$ cat src/rtl/fb_pkg.sv
// Shared framebuffer definitions: frame geometry helpers and pixel layout.
// Pixels are RGB565 packed as {r, b, g} to match the video output path.
package fb_pkg;

  localparam int PIX_W_DEF = 16;

  localparam int R_OFS = 11;
  localparam int R_W   = 5;
  localparam int B_OFS = 6;
  localparam int B_W   = 5;
  localparam int G_OFS = 0;
  localparam int G_W   = 6;

  typedef struct packed {
    logic [R_W-1:0] r;
    logic [B_W-1:0] b;
    logic [G_W-1:0] g;
  } rgb565_t;

  function automatic int unsigned frame_words(
    input int unsigned h,
    input int unsigned v
  );
    return h * v;
  endfunction

  function automatic int unsigned buf_base(
    input logic        sel,
    input int unsigned fw
  );
    return sel ? fw : 0;
  endfunction

endpackage

$ cat src/rtl/fb_scan_arbiter_if.sv
// Bundle of display, writer, swap-control and RAM-port signals.
// The slave side is the arbiter; the master side is its environment.
interface fb_scan_arbiter_if #(
  parameter int ADDR_W = 20,
  parameter int PIX_W  = 16
);

  logic              sfetch;
  logic              snextframe;
  logic [PIX_W-1:0]  sdata;
  logic              svalid;

  logic              wr_req;
  logic [ADDR_W-2:0] wr_addr;
  logic [PIX_W-1:0]  wr_data;
  logic              wr_ack;
  logic              wr_err;

  logic              swap_req;
  logic              swap_ack;
  logic              front_sel;
  logic              overrun;

  logic              mem_en;
  logic              mem_we;
  logic [ADDR_W-1:0] mem_addr;
  logic [PIX_W-1:0]  mem_wdata;
  logic [PIX_W-1:0]  mem_rdata;

  modport slave (
    input  sfetch, snextframe,
    input  wr_req, wr_addr, wr_data,
    input  swap_req, mem_rdata,
    output sdata, svalid,
    output wr_ack, wr_err,
    output swap_ack, front_sel, overrun,
    output mem_en, mem_we, mem_addr, mem_wdata
  );

  modport master (
    output sfetch, snextframe,
    output wr_req, wr_addr, wr_data,
    output swap_req, mem_rdata,
    input  sdata, svalid,
    input  wr_ack, wr_err,
    input  swap_ack, front_sel, overrun,
    input  mem_en, mem_we, mem_addr, mem_wdata
  );

endinterface

$ cat src/rtl/fb_rd_pipe.sv
// Display read return path: valid-bit delay line matching RAM latency,
// followed by the registered sdata/svalid stage.
module fb_rd_pipe #(
  parameter int RD_LATENCY = 1,
  parameter int PIX_W      = 16
) (
  input  logic             clk,
  input  logic             reset_n,
  input  logic             i_fetch,
  input  logic [PIX_W-1:0] i_rdata,
  output logic [PIX_W-1:0] o_sdata,
  output logic             o_svalid
);

  logic [RD_LATENCY-1:0] r_vld;
  logic [PIX_W-1:0]      r_sdata;
  logic                  r_svalid;
  logic                  w_ret;

  assign w_ret = r_vld[RD_LATENCY-1];

  always_ff @(posedge clk) begin
    if (!reset_n) begin
      r_vld <= '0;
    end else begin
      r_vld[0] <= i_fetch;
      for (int i = 1; i < RD_LATENCY; i++) begin
        r_vld[i] <= r_vld[i-1];
      end
    end
  end

  // sdata is forced to zero whenever no read is returning
  always_ff @(posedge clk) begin
    if (!reset_n) begin
      r_sdata  <= '0;
      r_svalid <= 1'b0;
    end else begin
      r_sdata  <= w_ret ? i_rdata : '0;
      r_svalid <= w_ret;
    end
  end

  assign o_sdata  = r_sdata;
  assign o_svalid = r_svalid;

endmodule

$ cat src/rtl/fb_scan_arbiter.sv
// Single-port framebuffer arbiter: display reads win, writes fill gaps,
// and front/back buffer swaps are deferred to frame boundaries.
module fb_scan_arbiter
  import fb_pkg::*;
#(
  parameter int H_ACTIVE   = 800,
  parameter int V_ACTIVE   = 480,
  parameter int PIX_W      = PIX_W_DEF,
  parameter int RD_LATENCY = 1,
  parameter int ADDR_W     = 20
) (
  input logic               clk,
  input logic               reset_n,
  fb_scan_arbiter_if.slave  bus
);

  localparam int unsigned FW = frame_words(H_ACTIVE, V_ACTIVE);
  localparam int SW = ADDR_W - 1;
  localparam logic [ADDR_W-1:0] FW_A = ADDR_W'(FW);
  localparam logic [SW-1:0] FW_LAST = SW'(FW - 1);

  logic [SW-1:0]     r_scan;
  logic              r_front;
  logic              r_pend;
  logic              r_swap_ack;
  logic              r_overrun;

  logic              w_fetch;
  logic              w_nf;
  logic              w_do_swap;
  logic              w_front;
  logic [SW-1:0]     w_scan;
  logic              w_wr;
  logic              w_oor;
  logic              w_wr_ok;
  logic [ADDR_W-1:0] w_rd_addr;
  logic [ADDR_W-1:0] w_wr_addr;
  logic [PIX_W-1:0]  w_sdata;
  logic              w_svalid;

  assign w_fetch   = reset_n & bus.sfetch;
  assign w_nf      = reset_n & bus.snextframe;
  assign w_do_swap = w_nf & (r_pend | bus.swap_req);

  // a fetch coincident with the boundary already sees the new front
  assign w_front = w_do_swap ? ~r_front : r_front;
  assign w_scan  = w_nf ? '0 : r_scan;

  assign w_wr    = reset_n & bus.wr_req & ~bus.sfetch;
  assign w_oor   = {1'b0, bus.wr_addr} >= FW_A;
  assign w_wr_ok = w_wr & ~w_oor;

  assign w_rd_addr = ADDR_W'(buf_base(w_front, FW))
                   + {1'b0, w_scan};
  assign w_wr_addr = ADDR_W'(buf_base(~r_front, FW))
                   + {1'b0, bus.wr_addr};

  always_comb begin
    bus.mem_en    = 1'b0;
    bus.mem_we    = 1'b0;
    bus.mem_addr  = '0;
    bus.mem_wdata = '0;
    unique case (1'b1)
      w_fetch: begin
        bus.mem_en   = 1'b1;
        bus.mem_addr = w_rd_addr;
      end
      w_wr_ok: begin
        bus.mem_en    = 1'b1;
        bus.mem_we    = 1'b1;
        bus.mem_addr  = w_wr_addr;
        bus.mem_wdata = bus.wr_data;
      end
      default: ;
    endcase
  end

  assign bus.wr_ack = w_wr;
  assign bus.wr_err = w_wr & w_oor;

  always_ff @(posedge clk) begin
    if (!reset_n) begin
      r_scan    <= '0;
      r_overrun <= 1'b0;
    end else if (w_fetch) begin
      if (w_scan == FW_LAST) begin
        r_scan    <= '0;
        r_overrun <= 1'b1;
      end else begin
        r_scan <= w_scan + SW'(1);
      end
    end else if (w_nf) begin
      r_scan <= '0;
    end
  end

  always_ff @(posedge clk) begin
    if (!reset_n) begin
      r_front    <= 1'b0;
      r_pend     <= 1'b0;
      r_swap_ack <= 1'b0;
    end else begin
      r_swap_ack <= w_do_swap;
      if (w_do_swap) begin
        r_front <= ~r_front;
        r_pend  <= 1'b0;
      end else if (bus.swap_req) begin
        r_pend <= 1'b1;
      end
    end
  end

  fb_rd_pipe #(
    .RD_LATENCY (RD_LATENCY),
    .PIX_W      (PIX_W)
  ) u_rd_pipe (
    .clk      (clk),
    .reset_n  (reset_n),
    .i_fetch  (w_fetch),
    .i_rdata  (bus.mem_rdata),
    .o_sdata  (w_sdata),
    .o_svalid (w_svalid)
  );

  assign bus.sdata     = w_sdata;
  assign bus.svalid    = w_svalid;
  assign bus.swap_ack  = r_swap_ack;
  assign bus.front_sel = r_front;
  assign bus.overrun   = r_overrun;

endmodule
$ cat src/flat_wrapper.sv
// flat-port wrapper written by rule: the top's interface ports become plain ports
module fb_scan_arbiter_flat import fb_pkg::*;
#(
  parameter int H_ACTIVE   = 800,
  parameter int V_ACTIVE   = 480,
  parameter int PIX_W      = PIX_W_DEF,
  parameter int RD_LATENCY = 1,
  parameter int ADDR_W     = 20
)
  (clk, reset_n, bus_sfetch, bus_snextframe, bus_wr_req, bus_wr_addr, bus_wr_data, bus_swap_req, bus_mem_rdata, bus_sdata, bus_svalid, bus_wr_ack, bus_wr_err, bus_swap_ack, bus_front_sel, bus_overrun, bus_mem_en, bus_mem_we, bus_mem_addr, bus_mem_wdata);
  fb_scan_arbiter_if #(.ADDR_W(ADDR_W), .PIX_W(PIX_W)) bus_i ();
  input logic clk;
  input logic reset_n;
  input wire logic [$bits(bus_i.sfetch)-1:0] bus_sfetch;
  input wire logic [$bits(bus_i.snextframe)-1:0] bus_snextframe;
  input wire logic [$bits(bus_i.wr_req)-1:0] bus_wr_req;
  input wire logic [$bits(bus_i.wr_addr)-1:0] bus_wr_addr;
  input wire logic [$bits(bus_i.wr_data)-1:0] bus_wr_data;
  input wire logic [$bits(bus_i.swap_req)-1:0] bus_swap_req;
  input wire logic [$bits(bus_i.mem_rdata)-1:0] bus_mem_rdata;
  output wire logic [$bits(bus_i.sdata)-1:0] bus_sdata;
  output wire logic [$bits(bus_i.svalid)-1:0] bus_svalid;
  output wire logic [$bits(bus_i.wr_ack)-1:0] bus_wr_ack;
  output wire logic [$bits(bus_i.wr_err)-1:0] bus_wr_err;
  output wire logic [$bits(bus_i.swap_ack)-1:0] bus_swap_ack;
  output wire logic [$bits(bus_i.front_sel)-1:0] bus_front_sel;
  output wire logic [$bits(bus_i.overrun)-1:0] bus_overrun;
  output wire logic [$bits(bus_i.mem_en)-1:0] bus_mem_en;
  output wire logic [$bits(bus_i.mem_we)-1:0] bus_mem_we;
  output wire logic [$bits(bus_i.mem_addr)-1:0] bus_mem_addr;
  output wire logic [$bits(bus_i.mem_wdata)-1:0] bus_mem_wdata;
  assign bus_i.sfetch = bus_sfetch;
  assign bus_i.snextframe = bus_snextframe;
  assign bus_i.wr_req = bus_wr_req;
  assign bus_i.wr_addr = bus_wr_addr;
  assign bus_i.wr_data = bus_wr_data;
  assign bus_i.swap_req = bus_swap_req;
  assign bus_i.mem_rdata = bus_mem_rdata;
  assign bus_sdata = bus_i.sdata;
  assign bus_svalid = bus_i.svalid;
  assign bus_wr_ack = bus_i.wr_ack;
  assign bus_wr_err = bus_i.wr_err;
  assign bus_swap_ack = bus_i.swap_ack;
  assign bus_front_sel = bus_i.front_sel;
  assign bus_overrun = bus_i.overrun;
  assign bus_mem_en = bus_i.mem_en;
  assign bus_mem_we = bus_i.mem_we;
  assign bus_mem_addr = bus_i.mem_addr;
  assign bus_mem_wdata = bus_i.mem_wdata;
  fb_scan_arbiter #(.H_ACTIVE(H_ACTIVE), .V_ACTIVE(V_ACTIVE), .PIX_W(PIX_W), .RD_LATENCY(RD_LATENCY), .ADDR_W(ADDR_W)) u_core (.clk(clk), .reset_n(reset_n), .bus(bus_i));
endmodule
$ cat config.mk
export PLATFORM = sky130hd
export DESIGN_NAME = fb_scan_arbiter_flat
export DESIGN_NICKNAME = d
export VERILOG_FILES = /design/src/rtl/fb_pkg.sv /design/src/rtl/fb_scan_arbiter_if.sv /design/src/rtl/fb_rd_pipe.sv /design/src/rtl/fb_scan_arbiter.sv /design/src/flat_wrapper.sv
export SDC_FILE = /design/constraint.sdc
export NUM_CORES = 1
export LEC_CHECK = 0
export ABC_AREA = 0
export BUFFER_PORTS_ARGS = -buffer_cell sky130_fd_sc_hd__buf_2
export CAP_MARGIN = 20
export CORE_AREA = 2 2 118 63
export CTS_CLUSTER_DIAMETER = 120
export DETAILED_ROUTE_END_ITERATION = 6
export DIE_AREA = 0 0 120 65
export PLACE_DENSITY = 0.74
export SYNTH_ARGS = -nofsm -noshare
export SYNTH_HDL_FRONTEND = slang
export SYNTH_SLANG_ARGS = --single-unit
$ cat constraint.sdc
create_clock -name clk -period 5.4 [get_ports clk]
set_input_delay 0.27 -clock clk [delete_from_list [all_inputs] [get_ports clk]]
set_output_delay 0.27 -clock clk [all_outputs]
set_load 0.05 [all_outputs]
* Yosys cells after proc, flatten, opt, wreduce, memory -nomap -nowiden
Index checks and enable logic that the tools add are counted.
** Word-level totals
- Bits in registers :: 41
- Latch bits :: 0
- Bits in writable memories :: 0
- Memory bits (read-only) :: 0
- Bits of input ports :: 57
- Output and inout port bits :: 60
- Memories kept :: 0
** Cells by class
- $add $sub $neg :: 3
- $mul :: 0
- Divide/modulo/power cells :: 0
- Order comparisons :: 1
- Eq/ne operators :: 1
- Shifts and indexed selects :: 0
- Multiplexer cells :: 10
- Bitwise operators :: 12
- Reductions and logical operators :: 4
** Operator list (number)
- 19-bit two-way mux :: 5
- 20-bit by 19-bit adder with 20-bit output :: 2
- 20-bit case mux with 2 select lines :: 1
- 19-bit by 1-bit adder with 19-bit output (second input constant) :: 1
- 19-bit equality test (second input constant) :: 1
- 19-bit >= comparator (second input constant) :: 1
- 16-bit two-way mux :: 1
- 1-bit AND :: 7
- 1-bit NOT :: 4
- 2-bit AND reduction :: 2
- 2-bit OR reduction :: 2
- 1-bit two-way mux :: 3
- 1-bit bitwise OR :: 1

* Depth between registers and ports, before layout
Gate-level depths: netlist of the first run.
- Depth after elaboration :: 6
- Gate-level depth with buffers :: 10
- Depth with buffers taken out :: 9

* Hierarchy
From an unflattened synthesis of the first run, not the netlist that was laid out.
** Unflattened totals
- Cells, all modules :: 332
- Area, all modules :: 2800.2 um^2
** By module, submodules not included
- fb_scan_arbiter :: times used 1, cells each 294, area each 2296.0 um^2, seq. area each 460.4 um^2
- fb_rd_pipe :: times used 1, cells each 38, area each 504.2 um^2, seq. area each 360.3 um^2

* Worst setup path after synthesis of the first run
No wires, ideal clock.
- Kind :: register to output
- Start point :: register u_core.r_front, in the netlist u_core.bus.front_sel
- End point :: output port bus_mem_addr[19]
- Data arrival time :: 3.721 ns
- Slack :: 1.409 ns
- Cell stages (with the launch flop) :: 9
- Buffers on the path :: 1
- Cell sequence :: dfxtp_1 buf_4 inv_2 ha_1 o211ai_1 o21bai_1 o21ba_2 nor3_1 o311ai_0
** Between the ends
- Longest elaborated chain between the ends :: 5
- Elaborated cells on any way between the ends :: 7
** Ends and longest elaborated chain
- start: declaration :: line fb_scan_arbiter.sv:23 : logic r_front;
- start signal: assignment :: line fb_scan_arbiter.sv:105 : r_front <= ~r_front;
- 1-bit NOT :: line fb_scan_arbiter.sv:46 : assign w_front = w_do_swap ? ~r_front : r_front;
- 1-bit two-way mux :: line fb_scan_arbiter.sv:46
- 19-bit two-way mux :: line fb_pkg.sv:31 : return sel ? fw : 0;
- 20-bit by 19-bit adder with 20-bit output :: line fb_scan_arbiter.sv:54 : + {1'b0, w_scan};
- 20-bit case mux with 2 select lines (*) :: line fb_scan_arbiter.sv:63 : unique case (1'b1)
- end: declaration :: line flat_wrapper.sv:30 : output wire logic [$bits(bus_i.mem_addr)-1:0] bus_mem_addr;
Every way passes the cells marked *; elsewhere a longest branch is shown, timed or not.

* Worst setup path after layout of the first run
- Start point :: register u_core.r_front, in the netlist u_core.bus.front_sel
- End point :: output port bus_mem_addr[16]
The elaborated chain is that of the path after synthesis.

==> flow_metrics.tcl, run 1 <==
set metrics [dict create \
    die_y_um 65 \
    routedWlPerCell_um 15.32 \
    post-cts-setup-buffers 0 \
    gp_congestion 0.9174 \
    design.core.area_mm2 0.006909 \
    max-slew-margin-rel_pct 39.51 \
    min_to "u_core.u_rd_pipe.o_sdata[4]$_SDFF_PN0_" \
    hpwl_um 6368 \
    grt_pass1_vias 2684 \
    hold_viol_final 0 \
    cts_hold_repair.buffers 0 \
    ant_nets 0 \
    finish.net_count 512 \
    hold_start "bus_mem_rdata[4]" \
    r2r_end "u_core.r_scan[14]$_SDFF_PN0_" \
    maxSlewViolCount 0 \
    max_freq_mhz 276.5 \
    cp_slowest_cell "dfxtp_1" \
    core.rowCount 22 \
    insertion_delay_ns 0.28 \
    synth_edf_count 0 \
    power.density_mw_per_mm2 223.3 \
    cp_max_fo 20 \
    io_buffers 116 \
    grt_pass1_wl_um 13140 \
    grt_max_degree 36 \
    areaGrowthSynthToFinish_pct 25.35 \
    overflow 0 \
    tightest_slew_ns 0.9063 \
    fin_skew_ns 0.002811 \
    outcome "complete, no violations" \
    dpl_cell_area_mm2 0.003473 \
    synthArstFlopShare_pct 0 \
    clk_pin_slew_ns 0.06 \
    yosysTopAreaCellShare_pct 28.37 \
    leakage_uw 0.001710 \
    reg2regPathDepth 7 \
    synthMostInstantiatedCell "dfxtp_1" \
    cts_max_level 2 \
    synth_area_leader_cell "dfxtp_1" \
    syn_avg_cell_area_um2 8.409 \
    ys_top_cells_by_count "dfxtp_1 (41), and3_1 (26), and2_1 (24), nand2_1 (23), nor2_1 (21)" \
    io_pins 117 \
    cp-start-kind "flip-flop" \
    post_cts_resized 0 \
    initial_core_util_pct 41.87 \
    tns_ns 0 \
    ys_seq_area_share_pct 28.37 \
    vias_per_cell 5.514 \
    netlist_area_mm2 0.002893 \
    cts_buffers 5 \
    vias 2983 \
    ys_warn_count 0 \
    min_period_ns 3.617 \
    netlist_instances 344 \
    antenna_cells 0 \
    whs_ns 0.2347 \
    synth-seq-cells 41 \
    peakVddDrop_mv 0.1954 \
    syn_nets 412 \
    end_kind "output pin" \
    die_area_mm2 0.007800 \
    clock_path_buffers 2 \
    first_pass_iters 6 \
    cts_sinks 41 \
    crit_arrival_ns 3.35 \
    drive_gt1_share_pct 33.03 \
    rsz0062_at_grt "false" \
    synth_area_leaders "dfxtp_1 (28%), xnor2_1 (6.1%), and3_1 (5.6%), and2_1 (5.2%), ha_1 (4.3%)" \
    track_usage_pct 21.02 \
    synth.distinct_cells 68 \
    drcViolationCount 0 \
    min_path_cells 2 \
    path_class "reg -> out" \
    initialDrtViolationCount 249 \
    antenna_found_initial 0 \
    hold_class "in -> reg" \
    period_share_pct 66.99 \
    worstPathRequired_ns 5.13 \
    die_w_um 120 \
    r2r_setup_slack_ns 3.44 \
    postLayoutCellArea_mm2 0.003626 \
    cts_tree "built" \
    setup_viol 0 \
    routed_wl_um 8286 \
    ys.flop_type "dfxtp_1" \
    cp_cell_sequence "inv_2 > ha_1 > fa_1 > a21o_1 > a31o_2 > a21oi_1 > xnor2_1 > a32o_1 > buf_2" \
    cap_violations 0 \
    timing.rr.start "u_core.r_scan[0]$_SDFF_PN0_" \
    clockRootBuffer "clkbuf_16" \
    cpPeakStageDelay_ns 0.79 \
]
==> per-stage QoR <==
stage	utilization, %	setup WS [ns]	cells	total power [uW]
after floorplan	-	1.409	344	460.6
after detailed placement	50.27	2.128	533	514.5
after global routing	52.48	1.582	541	844.3
after global placement	50.27	2.213	533	511.8
final	52.48	1.783	541	809.7
after CTS	52.48	1.825	541	812.1
==> how the worst max path moves through the flow <==
stage	start	end	slack [ns]	depth (start not counted)
final	u_core.bus.front_sel$_SDFF_PN0_	bus_mem_addr[16]	1.78	9
after detailed placement	u_core.bus.front_sel$_SDFF_PN0_	bus_mem_addr[16]	2.13	9
after global routing	u_core.bus.front_sel$_SDFF_PN0_	bus_mem_addr[16]	1.58	9
after CTS	u_core.bus.front_sel$_SDFF_PN0_	bus_mem_addr[16]	1.82	9
after floorplan	u_core.bus.front_sel$_SDFF_PN0_	bus_mem_addr[19]	1.41	8
after global placement	u_core.bus.front_sel$_SDFF_PN0_	bus_mem_addr[16]	2.21	9
==> cells in the final DEF (no fill, tap or decap), types with 3 or more instances in the layout <==
cell type / n
a21oi_1: 12
a22o_1: 11
a311o_1: 3
a31oi_1: 4
and2_1: 24
and3_1: 26
buf_2: 116
clkbuf_16: 5
dfxtp_1: 41
ha_1: 10
inv_1: 5
nand2_1: 23
nand2b_1: 4
nand3_1: 9
nand3b_1: 3
nand4_1: 7
nor2_1: 21
nor2b_1: 8
nor3_1: 5
nor4_2: 4
o211ai_1: 5
o21a_1: 3
o21ai_0: 11
o21ai_1: 3
o22ai_1: 3
xnor2_1: 20
xor2_1: 8
==> worst max-delay path, delay by kind of cell, from the launching register on <==
kind | cells | cell delay [ns]
XOR/XNOR | 1 | 0.14
AO/OA/AOI/OAI | 4 | 0.79
flip-flops | 1 | 0.79
adder cells (fa/ha/maj) | 2 | 0.76
buffers and inverters | 2 | 0.58
==> routing by layer <==
metal / track usage [%] / share of wire (%)
met1: 30.53 / 48
met3: 6.250 / 11
met2: 31.25 / 41
met4: 2.647 / 0.29
met5: 0 / 0
==> state kept, by name, indices dropped and copies added (netlist names) <==
register and flops:
u_core.u_rd_pipe.o_svalid 1, u_core.bus.overrun 1, u_core.r_scan 19, u_core.u_rd_pipe.o_sdata 16, u_core.bus.swap_ack 1, u_core.u_rd_pipe.r_vld 1
u_core.bus.front_sel 1, u_core.r_pend 1
==> where the power goes <==
group / switching, uW / total, uW / internal [uW] / leakage, uW
Combinational: 130 / 196 / 65.7 / 0.00130
Clock: 116 / 299 / 184 / 0.0000768
Sequential: 6.12 / 315 / 309 / 0.000333
Total: 252 / 810 / 558 / 0.00171
==> final cells by class <==
class                   count  area (um^2)
clock inverters             2        13.76
fillers                   649         3283
well taps                  96        120.1
multi-input cells         273         1926
inverters                   7        26.28
flip-flops and latches     41        820.8
repair buffers            116        580.6
clock buffers               6        138.9
==> cells by family (layout without fill, tap and decap cells) <==
group | after synthesis | after routing | synth area share [%]
AND/OR/NAND/NOR | 153 | 153 | 32.14
AO/OA/AOI/OAI | 79 | 79 | 20.24
flip-flops | 41 | 41 | 28.37
buffers and inverters | 30 | 131 | 5.061
XOR/XNOR | 28 | 28 | 8.478
adder cells (fa/ha/maj) | 11 | 11 | 5.017
multiplexers | 2 | 2 | 0.6921
Note: power is estimated with default switching activity, not from simulation.
==> run 2: changes to the inputs <==
Clock period 5.4 ns to 3.8 ns, I/O delays scaled along.
==> run 2 against run 1 <==
  * Design area up 0.86%
  * Critical path depth is 2 higher
  * Hold slack got worse by 0.083 ns
  * Core utilization up 0.45 points
  * Flip-flop and latch count is the same
  * Combinational power increased by 45%
  * Register-to-register slack worse by 1.6 ns
==> flow_metrics.tcl, run 2 (synthesized netlist as in run 1, its figures left out) <==
set metrics [dict create \
    outcome "complete, no violations" \
    cts_max_level 2 \
    dpl_cell_area_mm2 0.003488 \
    cp-start-kind "primary input" \
    insertion_delay_ns 0.28 \
    routed_wl_um 8301 \
    routedWlPerCell_um 15.29 \
    hold_viol_final 0 \
    setup_viol 0 \
    layout_common_cells "buf_2 (116), dfxtp_1 (41), and3_1 (26), and2_1 (24), nand2_1 (23)" \
    leakage_uw 0.001729 \
    areaGrowthSynthToFinish_pct 26.43 \
    timing.rr.start "u_core.r_scan[0]$_SDFF_PN0_" \
    cp-startpoint "reset_n" \
    die_y_um 65 \
    worstPathRequired_ns 3.61 \
    cts_tree "built" \
    die_w_um 120 \
    hold_start "bus_mem_rdata[13]" \
    grt_pass1_wl_um 13090 \
    fin_skew_ns 0.007959 \
    max-slew-margin-rel_pct 43.79 \
    cts_buffers 5 \
    top_register "u_core.r_scan" \
    whs_ns 0.1517 \
    vias 2947 \
    cap_violations 0 \
    peakVddDrop_mv 0.2393 \
    largest_reg_flops 19 \
    end_kind "output pin" \
    post_cts_resized 0 \
    initialDrtViolationCount 262 \
    hold_class "in -> reg" \
    clockRootBuffer "clkbuf_16" \
    crit_arrival_ns 2.85 \
    initial_core_util_pct 41.87 \
    hpwl_um 6351 \
    period_share_pct 80.04 \
    overflow 0 \
    io_pins 117 \
    maxSlewViolCount 0 \
    io_buffers 116 \
    ant_nets 0 \
    max_freq_mhz 328.8 \
    finish.net_count 514 \
    clk_pin_slew_ns 0.06 \
    cts_hold_repair.buffers 0 \
    vias_per_cell 5.427 \
    drcViolationCount 0 \
    cp_max_fo 35 \
    core.rowCount 22 \
    post-cts-setup-buffers 0 \
    tightest_slew_ns 0.8432 \
    min_period_ns 3.042 \
    path_class "in -> out" \
    cts_sinks 41 \
    first_pass_iters 4 \
    design.core.area_mm2 0.006909 \
    power.density_mw_per_mm2 329.4 \
    rsz0062_at_grt "false" \
    grt_pass1_vias 2528 \
    grt_max_degree 36 \
    layout_commonest_cell "buf_2" \
    antenna_cells 0 \
    postLayoutCellArea_mm2 0.003657 \
    gp_congestion 0.9166 \
    drive_gt1_share_pct 33.33 \
    final_util_pct 52.93 \
    die_area_mm2 0.007800 \
    track_usage_pct 21.32 \
    tns_ns 0 \
    clock_path_buffers 2 \
    antenna_found_initial 0 \
]
-- run 2: through the flow --
step           std cells  total power [uW]  setup WS, ns
2_1_floorplan        344             654.8        0.4860
3_3_place_gp         535             728.4        0.8788
3_5_place_dp         535             732.8        0.8029
4_1_cts              543              1209        0.7963
5_1_grt              543              1258        0.5271
6_report             543              1205        0.7584
-- run 2: worst max-delay path, cell delays in order --
cell	delay [ns]
buf_2	0.43
nand2_2	0.33
nor2_2	0.28
xnor2_1	0.12
ha_1	0.29
and2_1	0.18
o21ai_1	0.26
xor2_1	0.19
o21ai_0	0.10
a32o_1	0.27
buf_2	0.21
-- run 2: worst paths after layout --
kind | slack (ns) | endpoint | depth (start not counted)
max | 0.76 | bus_mem_addr[15] | 11
min | 0.15 | u_core.u_rd_pipe.o_sdata[13]$_SDFF_PN0_ | 2
max reg2reg | 1.86 | u_core.r_scan[8]$_SDFF_PN0_ | 7
min reg2reg | 0.48 | u_core.bus.overrun$_SDFFE_PN0P_ | 2
-- run 2: area by class of cell --
| cell class | instances | area (um^2) |
|---|---|---|
| clock buffers | 5 | 125.1 |
| clock inverters | 3 | 43.79 |
| inverters | 7 | 26.28 |
| well taps | 96 | 120.1 |
| multi-input cells | 273 | 1926 |
| flip-flops and latches | 41 | 820.8 |
| repair buffers | 118 | 595.6 |
| fillers | 628 | 3252 |
-- run 2: report_power, final --
group / internal [uW] / switching [uW]
clock: 311 / 167
combinational: 94.8 / 189
sequential: 438 / 4.85
total: 844 / 361
-- run 2: layer usage --
metal  up-vias  share of wire (%)  routed length, um  track usage [%]
met2       154                 39               3232            29.40
met3         8                 10                871            6.162
met4         0               0.71                 59            2.941
met1      1332                 50               4137            32.73
met5         -                  0                  0                0
li1       1453                  -                  -                -
